$ cat config.mk
export PLATFORM = sky130hd
export DESIGN_NAME = tube_host_master
export DESIGN_NICKNAME = d
export VERILOG_FILES = /design/src/rtl/tube_host_master.sv
export SDC_FILE = /design/constraint.sdc
export NUM_CORES = 1
export LEC_CHECK = 0
export CORE_ASPECT_RATIO = 0.7
export CORE_MARGIN = 1.5
export CORE_UTILIZATION = 35
export DETAILED_ROUTE_END_ITERATION = 10
export MAX_ROUTING_LAYER = met4
export PLACE_DENSITY = 0.61
export SYNTH_ARGS = -nofsm -noshare
export SYNTH_HDL_FRONTEND = slang
export SYNTH_SLANG_ARGS = --single-unit
$ cat constraint.sdc
create_clock -name h_clk -period 2.13 [get_ports h_clk]
set_input_delay 0.426 -clock h_clk [delete_from_list [all_inputs] [get_ports h_clk]]
set_output_delay 0.426 -clock h_clk [all_outputs]
set_load 0.03 [all_outputs]
$ cat src/rtl/tube_host_master.sv
// Host-side bus master: turns local commands into phi2-timed host-bus cycles with stream status polling.
// Latency: one bus period per access; rsp_valid the clock after the final period. Backpressure: cmd_ready only in IDLE.
module tube_host_master #(
  parameter int PHI2_LOW_CYC  = 2,
  parameter int PHI2_HIGH_CYC = 2,
  parameter int POLL_LIMIT    = 255
) (
  input  logic       h_clk,
  input  logic       h_rst,
  input  logic       cmd_valid,
  output logic       cmd_ready,
  input  logic [1:0] cmd_op,
  input  logic [2:0] cmd_addr,
  input  logic [7:0] cmd_wdata,
  output logic       rsp_valid,
  output logic [7:0] rsp_data,
  output logic       rsp_timeout,
  output logic       h_phi2,
  output logic [2:0] h_addr,
  output logic       h_cs_b,
  output logic       h_rdnw,
  output logic [7:0] h_data_out,
  output logic       h_data_oe,
  input  logic [7:0] h_data_in,
  input  logic       h_irq_b,
  output logic       irq_pending
);

  localparam int PERIOD = PHI2_LOW_CYC + PHI2_HIGH_CYC;
  localparam int PW     = $clog2(PERIOD);
  localparam logic [PW-1:0] PH_LAST = PW'(PERIOD - 1);
  localparam logic [PW-1:0] PH_HIGH = PW'(PHI2_LOW_CYC);

  localparam logic [1:0] OP_RAW_RD = 2'b00;
  localparam logic [1:0] OP_SEND   = 2'b10;
  localparam logic [1:0] OP_RECV   = 2'b11;

  typedef enum logic [2:0] {IDLE, WAIT_SLOT, POLL, DATA, RESP} state_t;

  state_t        state, state_nxt;
  logic [PW-1:0] phase_cnt;
  logic          run;
  logic [1:0]    op_q;
  logic [2:0]    addr_q;
  logic [7:0]    wdata_q;
  logic [7:0]    poll_cnt;
  logic [7:0]    poll_cnt_inc;
  logic          irq_s1;

  logic          period_end;
  logic          accept;
  logic          poll_ok;
  logic [2:0]    addr_nxt;
  logic          cs_b_nxt;
  logic          rdnw_nxt;
  logic          rsp_load;
  logic          timeout_nxt;
  logic [7:0]    rsp_data_nxt;
  logic          poll_inc;

  // phase 0 is the first low clock of a period; the period ends on the edge leaving PH_LAST
  assign h_phi2       = (phase_cnt >= PH_HIGH);
  assign period_end   = (phase_cnt == PH_LAST);
  assign cmd_ready    = (state == IDLE) && run && !h_rst;
  assign accept       = cmd_valid && cmd_ready;
  assign rsp_valid    = (state == RESP);
  assign poll_ok      = (op_q == OP_SEND) ? h_data_in[6] : h_data_in[7];
  assign poll_cnt_inc = (poll_cnt == 8'hFF) ? poll_cnt : poll_cnt + 8'd1;
  assign h_data_oe    = !h_cs_b && !h_rdnw && h_phi2;
  assign h_data_out   = h_data_oe ? wdata_q : 8'h00;

  always_comb begin
    state_nxt    = state;
    addr_nxt     = h_addr;
    cs_b_nxt     = 1'b1;
    rdnw_nxt     = 1'b1;
    rsp_load     = 1'b0;
    timeout_nxt  = 1'b0;
    rsp_data_nxt = 8'h00;
    poll_inc     = 1'b0;
    case (state)
      IDLE: begin
        if (accept) state_nxt = WAIT_SLOT;
      end
      WAIT_SLOT: begin
        if (period_end) begin
          cs_b_nxt = 1'b0;
          if (op_q[1]) begin
            state_nxt = POLL;
            addr_nxt  = {addr_q[1:0], 1'b0};
          end else begin
            state_nxt = DATA;
            addr_nxt  = addr_q;
            rdnw_nxt  = (op_q == OP_RAW_RD);
          end
        end
      end
      POLL: begin
        if (period_end) begin
          if (poll_ok) begin
            state_nxt = DATA;
            addr_nxt  = {addr_q[1:0], 1'b1};
            cs_b_nxt  = 1'b0;
            rdnw_nxt  = (op_q == OP_RECV);
          end else begin
            poll_inc = 1'b1;
            if ((POLL_LIMIT != 0) && (int'(poll_cnt_inc) >= POLL_LIMIT)) begin
              state_nxt    = RESP;
              rsp_load     = 1'b1;
              timeout_nxt  = 1'b1;
              rsp_data_nxt = h_data_in;
            end else begin
              cs_b_nxt = 1'b0;
            end
          end
        end
      end
      DATA: begin
        if (period_end) begin
          state_nxt    = RESP;
          rsp_load     = 1'b1;
          rsp_data_nxt = h_rdnw ? h_data_in : 8'h00;
        end
      end
      RESP: begin
        state_nxt = IDLE;
      end
      default: begin
        state_nxt = IDLE;
      end
    endcase
  end

  always_ff @(posedge h_clk) begin
    if (h_rst) begin
      state       <= IDLE;
      phase_cnt   <= '0;
      run         <= 1'b0;
      h_addr      <= 3'd0;
      h_cs_b      <= 1'b1;
      h_rdnw      <= 1'b1;
      op_q        <= 2'b00;
      addr_q      <= 3'd0;
      wdata_q     <= 8'h00;
      poll_cnt    <= 8'h00;
      rsp_data    <= 8'h00;
      rsp_timeout <= 1'b0;
      irq_s1      <= 1'b0;
      irq_pending <= 1'b0;
    end else begin
      state <= state_nxt;
      run   <= 1'b1;
      // hold phase 0 on the first clock out of reset so a low phase starts immediately
      phase_cnt <= (!run || period_end) ? '0 : phase_cnt + PW'(1);
      if (period_end) begin
        h_addr <= addr_nxt;
        h_cs_b <= cs_b_nxt;
        h_rdnw <= rdnw_nxt;
      end
      if (accept) begin
        op_q     <= cmd_op;
        addr_q   <= cmd_addr;
        wdata_q  <= cmd_wdata;
        poll_cnt <= 8'h00;
      end else if (poll_inc) begin
        poll_cnt <= poll_cnt_inc;
      end
      if (rsp_load) begin
        rsp_data    <= rsp_data_nxt;
        rsp_timeout <= timeout_nxt;
      end
      irq_s1      <= !h_irq_b;
      irq_pending <= irq_s1;
    end
  end

endmodule
After elaboration in Yosys (flattened, before gate mapping)
Index checks and enable logic that the tools add are counted.

Bits of input ports: 25. Word-level logic and storage cells: 84. Bits in registers: 43.

Muxes and demuxes: 34. Equality and inequality tests: 14. Reductions and logical operators: 18. $add $sub $neg: 2. $lt $le $gt $ge: 2.

Operators with widths (number): $mux W8 (7); $mux W3 (8); $pmux W8 S2 (1); $mux W1 (13); $pmux W3 S4 (1); $ne A2 B2 Y1 const B (5); $add A8 B1 Y8 const B (1); $eq A8 B8 Y1 const B (1); $ge A8 B8 Y1 const B (1); $eq A2 B2 Y1 const B (3); $eq A3 B2 Y1 const B (2); $pmux W1 S2 (3); $pmux W3 S2 (1); $logic_and A1 B1 Y1 (5); $logic_not A1 Y1 (5); $reduce_and A5 Y1 (1); $reduce_or A2 Y1 (2); $eq A3 B1 Y1 const B (1); $eq A3 B3 Y1 const B (1); $logic_not A3 Y1 (1); $ne A3 B3 Y1 const B (1); $reduce_and A3 Y1 (1); $add A2 B1 Y2 const B (1); $ge A2 B2 Y1 const B (1); other kinds (3) (3).

Logic depth before layout (Yosys ltp)
Gate-level depths: netlist (run 1).

Word-level depth: 7. Mapped depth: 7. Depth with buffers taken out: 6.

Worst setup path before layout (run 1)
OpenSTA, ideal clock, no wires.

Path type: register to output. From: reg phase_cnt[0]. To: out h_data_out[0]. Path buffers: 0. Stages on the path, launching flop included: 6. Arrival time: 2134 ps. Slack: -430 ps. Path through: dfxtp_1 > inv_1 > ha_1 > or2_2 > nor3b_1 > and2_1.

Cells in the longest elaborated chain, start to end: 3.

Ends and longest elaborated chain: from (decl) (line 41) `logic [PW-1:0] phase_cnt;`; from (signal assigned) (line 154) `phase_cnt <= (!run || period_end) ? '0 : phase_cnt + PW'(1);`; $ge A2 B2 Y1 (line 62) `assign h_phi2 = (phase_cnt >= PH_HIGH);`; via h_phi2 (line 18) `output logic h_phi2,`; $logic_and A1 B1 Y1 (line 69) `assign h_data_oe = !h_cs_b && !h_rdnw && h_phi2;`; via h_data_oe (line 23) `output logic h_data_oe,`; $mux W8 (line 70) `assign h_data_out = h_data_oe ? wdata_q : 8'h00;`; to (decl) (line 22) `output logic [7:0] h_data_out,`.

The timed path passes the listed nets, and every way through them passes these cells.

Final worst setup path (run 1)
From: reg phase_cnt[0]. To: out h_data_out[3].

Cells in the longest elaborated chain, start to end: 3.

Ends and longest elaborated chain (line): $ge A2 B2 Y1 (62); $logic_and A1 B1 Y1 (69); $mux W8 (70).

No other way between the ends.

==> impl_results.md, run 1 <==
* Drt first-iter violations at 74
* Final worst slack at 0.0919 ns
* First-pass GRT wire length at 6900 um
* Clk slew on worst S/H paths at 0.08 ns
* Slew HR at ~70%
* Maxcap violations at 0
* FMAX at 0.491 GHz
* Seq/Total Area, Yosys at 43.9%
* Final count of hold timing violations at 0
* Initial antenna violation count at 0
* Layout Utilization at a little over 50%
* Cell Pwr Density at between 500 and 600 nW/um^2
* Placer Congestion at 0.828
* Reg2reg setup slack at 0.17 ns
* CP Capture Type: output port
* # setup viols final at 0
* Commonest register cell after synthesis: dfxtp_1
* Vias in the first global route at 1375
* Die Ht at 65.6 um
* Initial Utilization at 36.9%
* WP data required at 1.70 ns
* FF/Latch Area at 862 sq um
* Clock power share at 33.1%
* Placed cell areas at 2610 sq um
* CTS sink cnt at 43
* Post-Syn Instances at 207
* Ys Warns at 0
* Die Width at between 90 and 100 um
* Inst Count DP at 335
* Power share of the combinational group at 10.3%
* Layout cells sized above 1 at between 15 and 20%
* Area delta synth->final at 38.7%
* # IOs at 52
* IO Port Bufs at 51
* Final Cell Area at about 2700 sq um
* Total die area at 6070 sq um
* Fin cells at 344
* Commonest cells after routing, fill and taps aside: dfxtp_1, clkdlybuf4s50_1, nor2_1
* Drt drc at 0
* Area of the multi-input gates at 1050 sq um
* Setup TNS at 0 ns
* Seq pwr share at between 50% and 60%
* Total Power at 1.47 mW
* Core Rows at 22
* Switching share of power at roughly 23%
* Dpl ws at 0.102 ns
* Final worst-path cycle share at between 90% and 100%
* Grt total ovfl at 0
* Post-CTS Repair Setup Buffers at 0
* Mapped cell area at slightly below 2000 sq um
* Mean Syn Cell Area at 9.47 sq um
* Clk_lat worst skew at 0.29 ns
* Num CTS Buffers at 5
* Cell variety after synth at 47
* Net Switching at between 0.3 and 0.4 mW
* Antenna Cells at 0
* Maximum VDD drop at 238 uV
* Most common cell after layout, fill and taps aside: dfxtp_1
* EDFF count, synth at 0
* Int Pwr at approximately 1.1 mW
* CP startpoint kind: flop
* Clk_skew at 0.00556 ns
* Vias at 1677
* Critical path peak fanout at 5
* Hold crit path type: flop to flop
* Root Buffer: clkbuf_8
* WL final at 4360 um
* TritonCTS clock tree: yes
* Crit path arrival time at 1.61 ns
* Htree depth at 2
* Routed Antenna Nets at 0
* DP HPWL at 3220 um
* Fin. max-slew vios at 0
* Net count after synthesis at about 240
* Clock buffer depth at 2
* Post-synth ARST share at 0%
* Filler Cell Count at 496
* Critical path class: flop to output port
* P_leak at 1.18 nW
* Core ar. at 5310 sq um
* Tmin final at between 2 and 2.5 ns
* Drt pass-1 iters at 4
* Nets at 299
* Outcome: finished, final reports clean
* Worst slew pin tran at 0.443 ns
* GRT Total Usage at 15.4%
* Pin count of the biggest net entering global routing at 20
* Synth Register Bits at 43
* Via density at 4.88
* Avg WL per Cell at 12.7 um
* Worst hold slack at 0.420 ns
-- cells in the mapped netlist, drive strengths merged, types with 4 or more instances --
library cell | count | area (sq um)
a311oi | 4 | 35.0
nand2 | 9 | 33.8
nand4 | 4 | 25.0
and2 | 9 | 56.3
a22o | 8 | 70.1
o21ai | 5 | 25.0
nor3 | 10 | 50.1
buf | 5 | 46.3
inv | 7 | 26.3
nor2 | 29 | 109
mux2i | 17 | 170
nand3 | 4 | 32.5
a21oi | 9 | 48.8
dfxtp | 43 | 861
-- power groups by stage --
stage                     clock [mW]  combinational (mW)  sequential [mW]
after floorplan                    0              0.0717            0.849
after global placement             0               0.150            0.851
after detailed placement           0               0.149            0.851
after CTS                      0.512               0.150            0.832
after global routing           0.553               0.163            0.835
final                          0.487               0.151            0.833
-- final timing paths --
kind                                   start             to  cells after the start
worst max register to register   poll_cnt[1]       state[1]                      6
worst min register to register  phase_cnt[0]   phase_cnt[0]                      1
worst max-delay path            phase_cnt[0]  h_data_out[3]                      6
worst min-delay path            phase_cnt[0]   phase_cnt[0]                      1
-- per-layer routing --
| metal | global-route usage, % | up-vias | share of wire [%] |
|---|---|---|---|
| li1 | - | 875 | - |
| met1 | 23.5 | 747 | 55 |
| met2 | 18.1 | 49 | 37 |
| met3 | 3.82 | 6 | 6.1 |
| met4 | 6.92 | 0 | 1.9 |
| met5 | - | - | 0 |
-- worst max-delay path, stage by stage, from the launching register on --
cell and delay (ns):
dfxtp_2 0.34, inv_1 0.04, ha_1 0.19, or2_4 0.25, nor3b_4 0.17, and2_1 0.17
buf_4 0.16
-- repair_timing --
item | in CTS | in global routing
pin swaps | 0 | 2
cloned | 0 | 1
gates resized for setup | 3 | 4
endpoints found under the setup margin | 9 | 14
hold buffers | 0 | 0
-- layout make-up --
type | instances | area share (%)
clock buffer | 7 | 2.81
clock inverter | 1 | 0.184
inverter | 7 | 0.966
multi-input combinational | 150 | 38.6
sequential | 43 | 31.7
tap | 72 | 3.31
timing repair buffer | 64 | 22.4
-- flip-flops by register name (all words and copies together) (netlist names) --
name	cells
h_addr	3
poll_cnt	8
irq_s1	1
wdata_q	8
addr_q	3
irq_pending	1
state	3
phase_cnt	2
run	1
rsp_data	8
op_q	2
h_rdnw	1
h_cs_b	1
rsp_timeout	1
-- kinds of logic after synthesis --
family	synth area share [%]
and+or+nand+nor	23.0
DFF	43.9
AOI/OAI and AO/OA	16.9
muxes	8.68
buffers and inverters	4.28
xor gates and xnor gates	1.34
adders and majority gates	1.91
No activity file was read; power rests on OpenSTA's default activity.
==> run 2: changes to the inputs <==
SLEW_MARGIN = 20   (was default)
==> results of run 2 <==
Same layout as run 1: the final DEF is identical, and so are final timing and power.
==> run 3: changes to the inputs <==
CORE_MARGIN = 10   (was 1.5)
SETUP_SLACK_MARGIN = 0.15   (was default)
SLEW_MARGIN = 0   (was 20)
==> impl_results.md, run 3 (synthesized netlist as in run 1, its figures left out) <==
* Outcome: finished, final reports clean
* Final worst-path cycle share at 92.7% (-3.0 points)
* R2r startpoint: poll_cnt[0]
* First-pass GRT wire length at 8220 um (+19%)
* Crit path arrival time at 1.55 ns (-0.06 ns)
* FMAX at 0.506 GHz (+3.2%)
* Clk_lat worst skew at 0.29 ns (about the same)
* Commonest cells after routing, fill and taps aside: dfxtp_1, clkdlybuf4s50_1, nor2_1
* CTS sink cnt at 43 (unchanged)
* Critical path peak fanout at 5 (unchanged)
* P_leak at 1.20 nW (+2.1%)
* Layout Utilization at 53.6% (+2.4 points)
* Htree depth at 2 (unchanged)
* Placer Congestion at 0.804 (-2.8%)
* Die Ht at 82.6 um (+26%)
* Final Cell Area at 2860 sq um (+5.2%)
* Core Rows at 22 (unchanged)
* Worst R2R End: state[1]
* Routed Antenna Nets at 0 (unchanged)
* Nets at 304 (+1.7%)
* Setup TNS at 0 ns (unchanged)
* Vias in the first global route at 1620 (+18%)
* Most common cell after layout, fill and taps aside: dfxtp_1
* CP startpoint kind: flop
* Clock buffer depth at 2 (unchanged)
* Maxcap violations at 0 (unchanged)
* Inst Count DP at 338 (+0.90%)
* Origin of the worst setup path: phase_cnt[0]
* Total die area at 9040 sq um (+49%)
* WL final at 5230 um (+20%)
* IO Port Bufs at 51 (unchanged)
* Root Buffer: clkbuf_8
* TritonCTS clock tree: yes
* Maximum VDD drop at 260 uV (+9.2%)
* Avg WL per Cell at 15.0 um (+18%)
* # setup viols final at 0 (unchanged)
* GRT busiest layer: met1
* Drt drc at 0 (unchanged)
* Hold crit path type: flop to flop
* Hold Buf Count CTS at 0 (unchanged)
* Total Power at 1.50 mW (+1.7%)
* Vias at 1742 (+3.9%)
* Fin. max-slew vios at 0 (unchanged)
* GR Util met3 at 3.48% (-0.34 points)
* Fin cells at 349 (+1.5%)
* Placed cell areas at 2640 sq um (+1.4%)
* Initial antenna violation count at 0 (unchanged)
* Layout cells sized above 1 at 22.7% (+6.9 points)
* Initial Utilization at 36.7% (-0.19 points)
* Area delta synth->final at 46.0%
* GRT Total Usage at 11.8% (-3.6 points)
* Met2 GRT Util at 14.7% (-3.4 points)
* Reg2reg setup slack at 0.21 ns (+0.04 ns)
* Clk_skew at 0.00648 ns (+0.000921 ns)
* Unrepaired setup endpoints after global routing: yes
* Num CTS Buffers at 5 (unchanged)
* WP data required at 1.70 ns (about the same)
* # IOs at 52 (unchanged)
* Biggest regs: poll_cnt (8), rsp_data (8), wdata_q (8)
* Via density at 4.99 (+2.4%)
* Critical path class: flop to output port
* Hold path depth at 1 (unchanged)
* Clk slew on worst S/H paths at 0.08 ns (about the same)
* R2R depth at 7 (+1)
* Grt met1 use at 17.2% (-6.3 points)
* Cell Pwr Density at 523 nW/um^2 (-3.4%)
* CP Capture Type: output port
* DP HPWL at 3950 um (+22%)
* Core ar. at 5340 sq um (+0.52%)
* Final count of hold timing violations at 0 (unchanged)
* Die Width at 109 um (+18%)
* Setup crit end: h_data_out[6]
* Pin count of the biggest net entering global routing at 15 (-25%)
* Drt pass-1 iters at 4 (unchanged)
* Antenna Cells at 0 (unchanged)
* Grt total ovfl at 0 (unchanged)
* Drt first-iter violations at 150 (+100%)
* Worst slew pin tran at 0.375 ns (-0.0673 ns)
* Tmin final at 1.97 ns (-0.0635 ns)
* Slew HR at 75.0% (+4.6 points)
-- run 3: cell count changes in the layout (fill, tap and decap cells not counted), moves of 2 or more --
cell	previous run	this run
buf_6	0	8
and2_1	9	3
and2_4	0	6
ha_4	0	2
o21ai_0	5	3
clkdlybuf4s50_1	39	37
buf_4	21	19
o21ai_1	0	2
dfxtp_1	42	38
dfxtp_2	1	5
-- run 3: worst max-delay path, cell delays in order (launching register included) --
cell     delay (ns)
dfxtp_2        0.34
inv_2          0.04
ha_4           0.14
or2_4          0.25
nor3b_4        0.17
and2_1         0.18
buf_6          0.13
-- run 3: report_power, final --
| part | switching (mW) | internal (mW) | total [mW] |
|---|---|---|---|
| clock | 0.274 | 0.229 | 0.503 |
| combinational | 0.0714 | 0.0886 | 0.160 |
| sequential | 0.0137 | 0.819 | 0.833 |
-- run 3: area by class of cell --
class                   count  area (sq um)
well taps                  72          90.1
multi-input cells         150          1130
clock buffers               6          72.6
inverters                   7          26.3
clock inverters             2          12.5
repair buffers             69           662
flip-flops and latches     43           867
fillers                   472          2480
-- run 3: worst min-delay path by stage --
| stage | from | endpoint | slack (ns) |
|---|---|---|---|
| 3_5_place_dp | irq_s1 | irq_pending | 0.42 |
| 3_3_place_gp | irq_s1 | irq_pending | 0.42 |
| 4_1_cts | irq_s1 | irq_pending | 0.44 |
| 6_report | irq_s1 | irq_pending | 0.44 |
| 2_1_floorplan | irq_s1 | irq_pending | 0.41 |
| 5_1_grt | irq_s1 | irq_pending | 0.46 |
-- run 3: per-stage QoR --
| stage | hold slack (ns) | worst slack [ns] |
|---|---|---|
| detailed placement | 0.424 | -0.0995 |
| global route | 0.458 | 0.0852 |
| finish | 0.440 | 0.155 |
| floorplan | 0.414 | 0.179 |
| global placement | 0.417 | -0.0491 |
| CTS | 0.444 | 0.0677 |
-- run 3: metal layers --
metal / up-vias / part of all wire (%)
li1: 886 / -
met5: - / 0
met4: 0 / 0.77
met2: 61 / 40
met3: 4 / 7.6
met1: 791 / 52
-- run 3: repair_timing --
item,4_1_cts,5_1_grt
gates cloned,1,0
gates resized for setup,68,19
endpoints found under the setup margin,19,29
endpoints found under the hold margin,0,0
buffers inserted,0,2
pin swaps,8,9
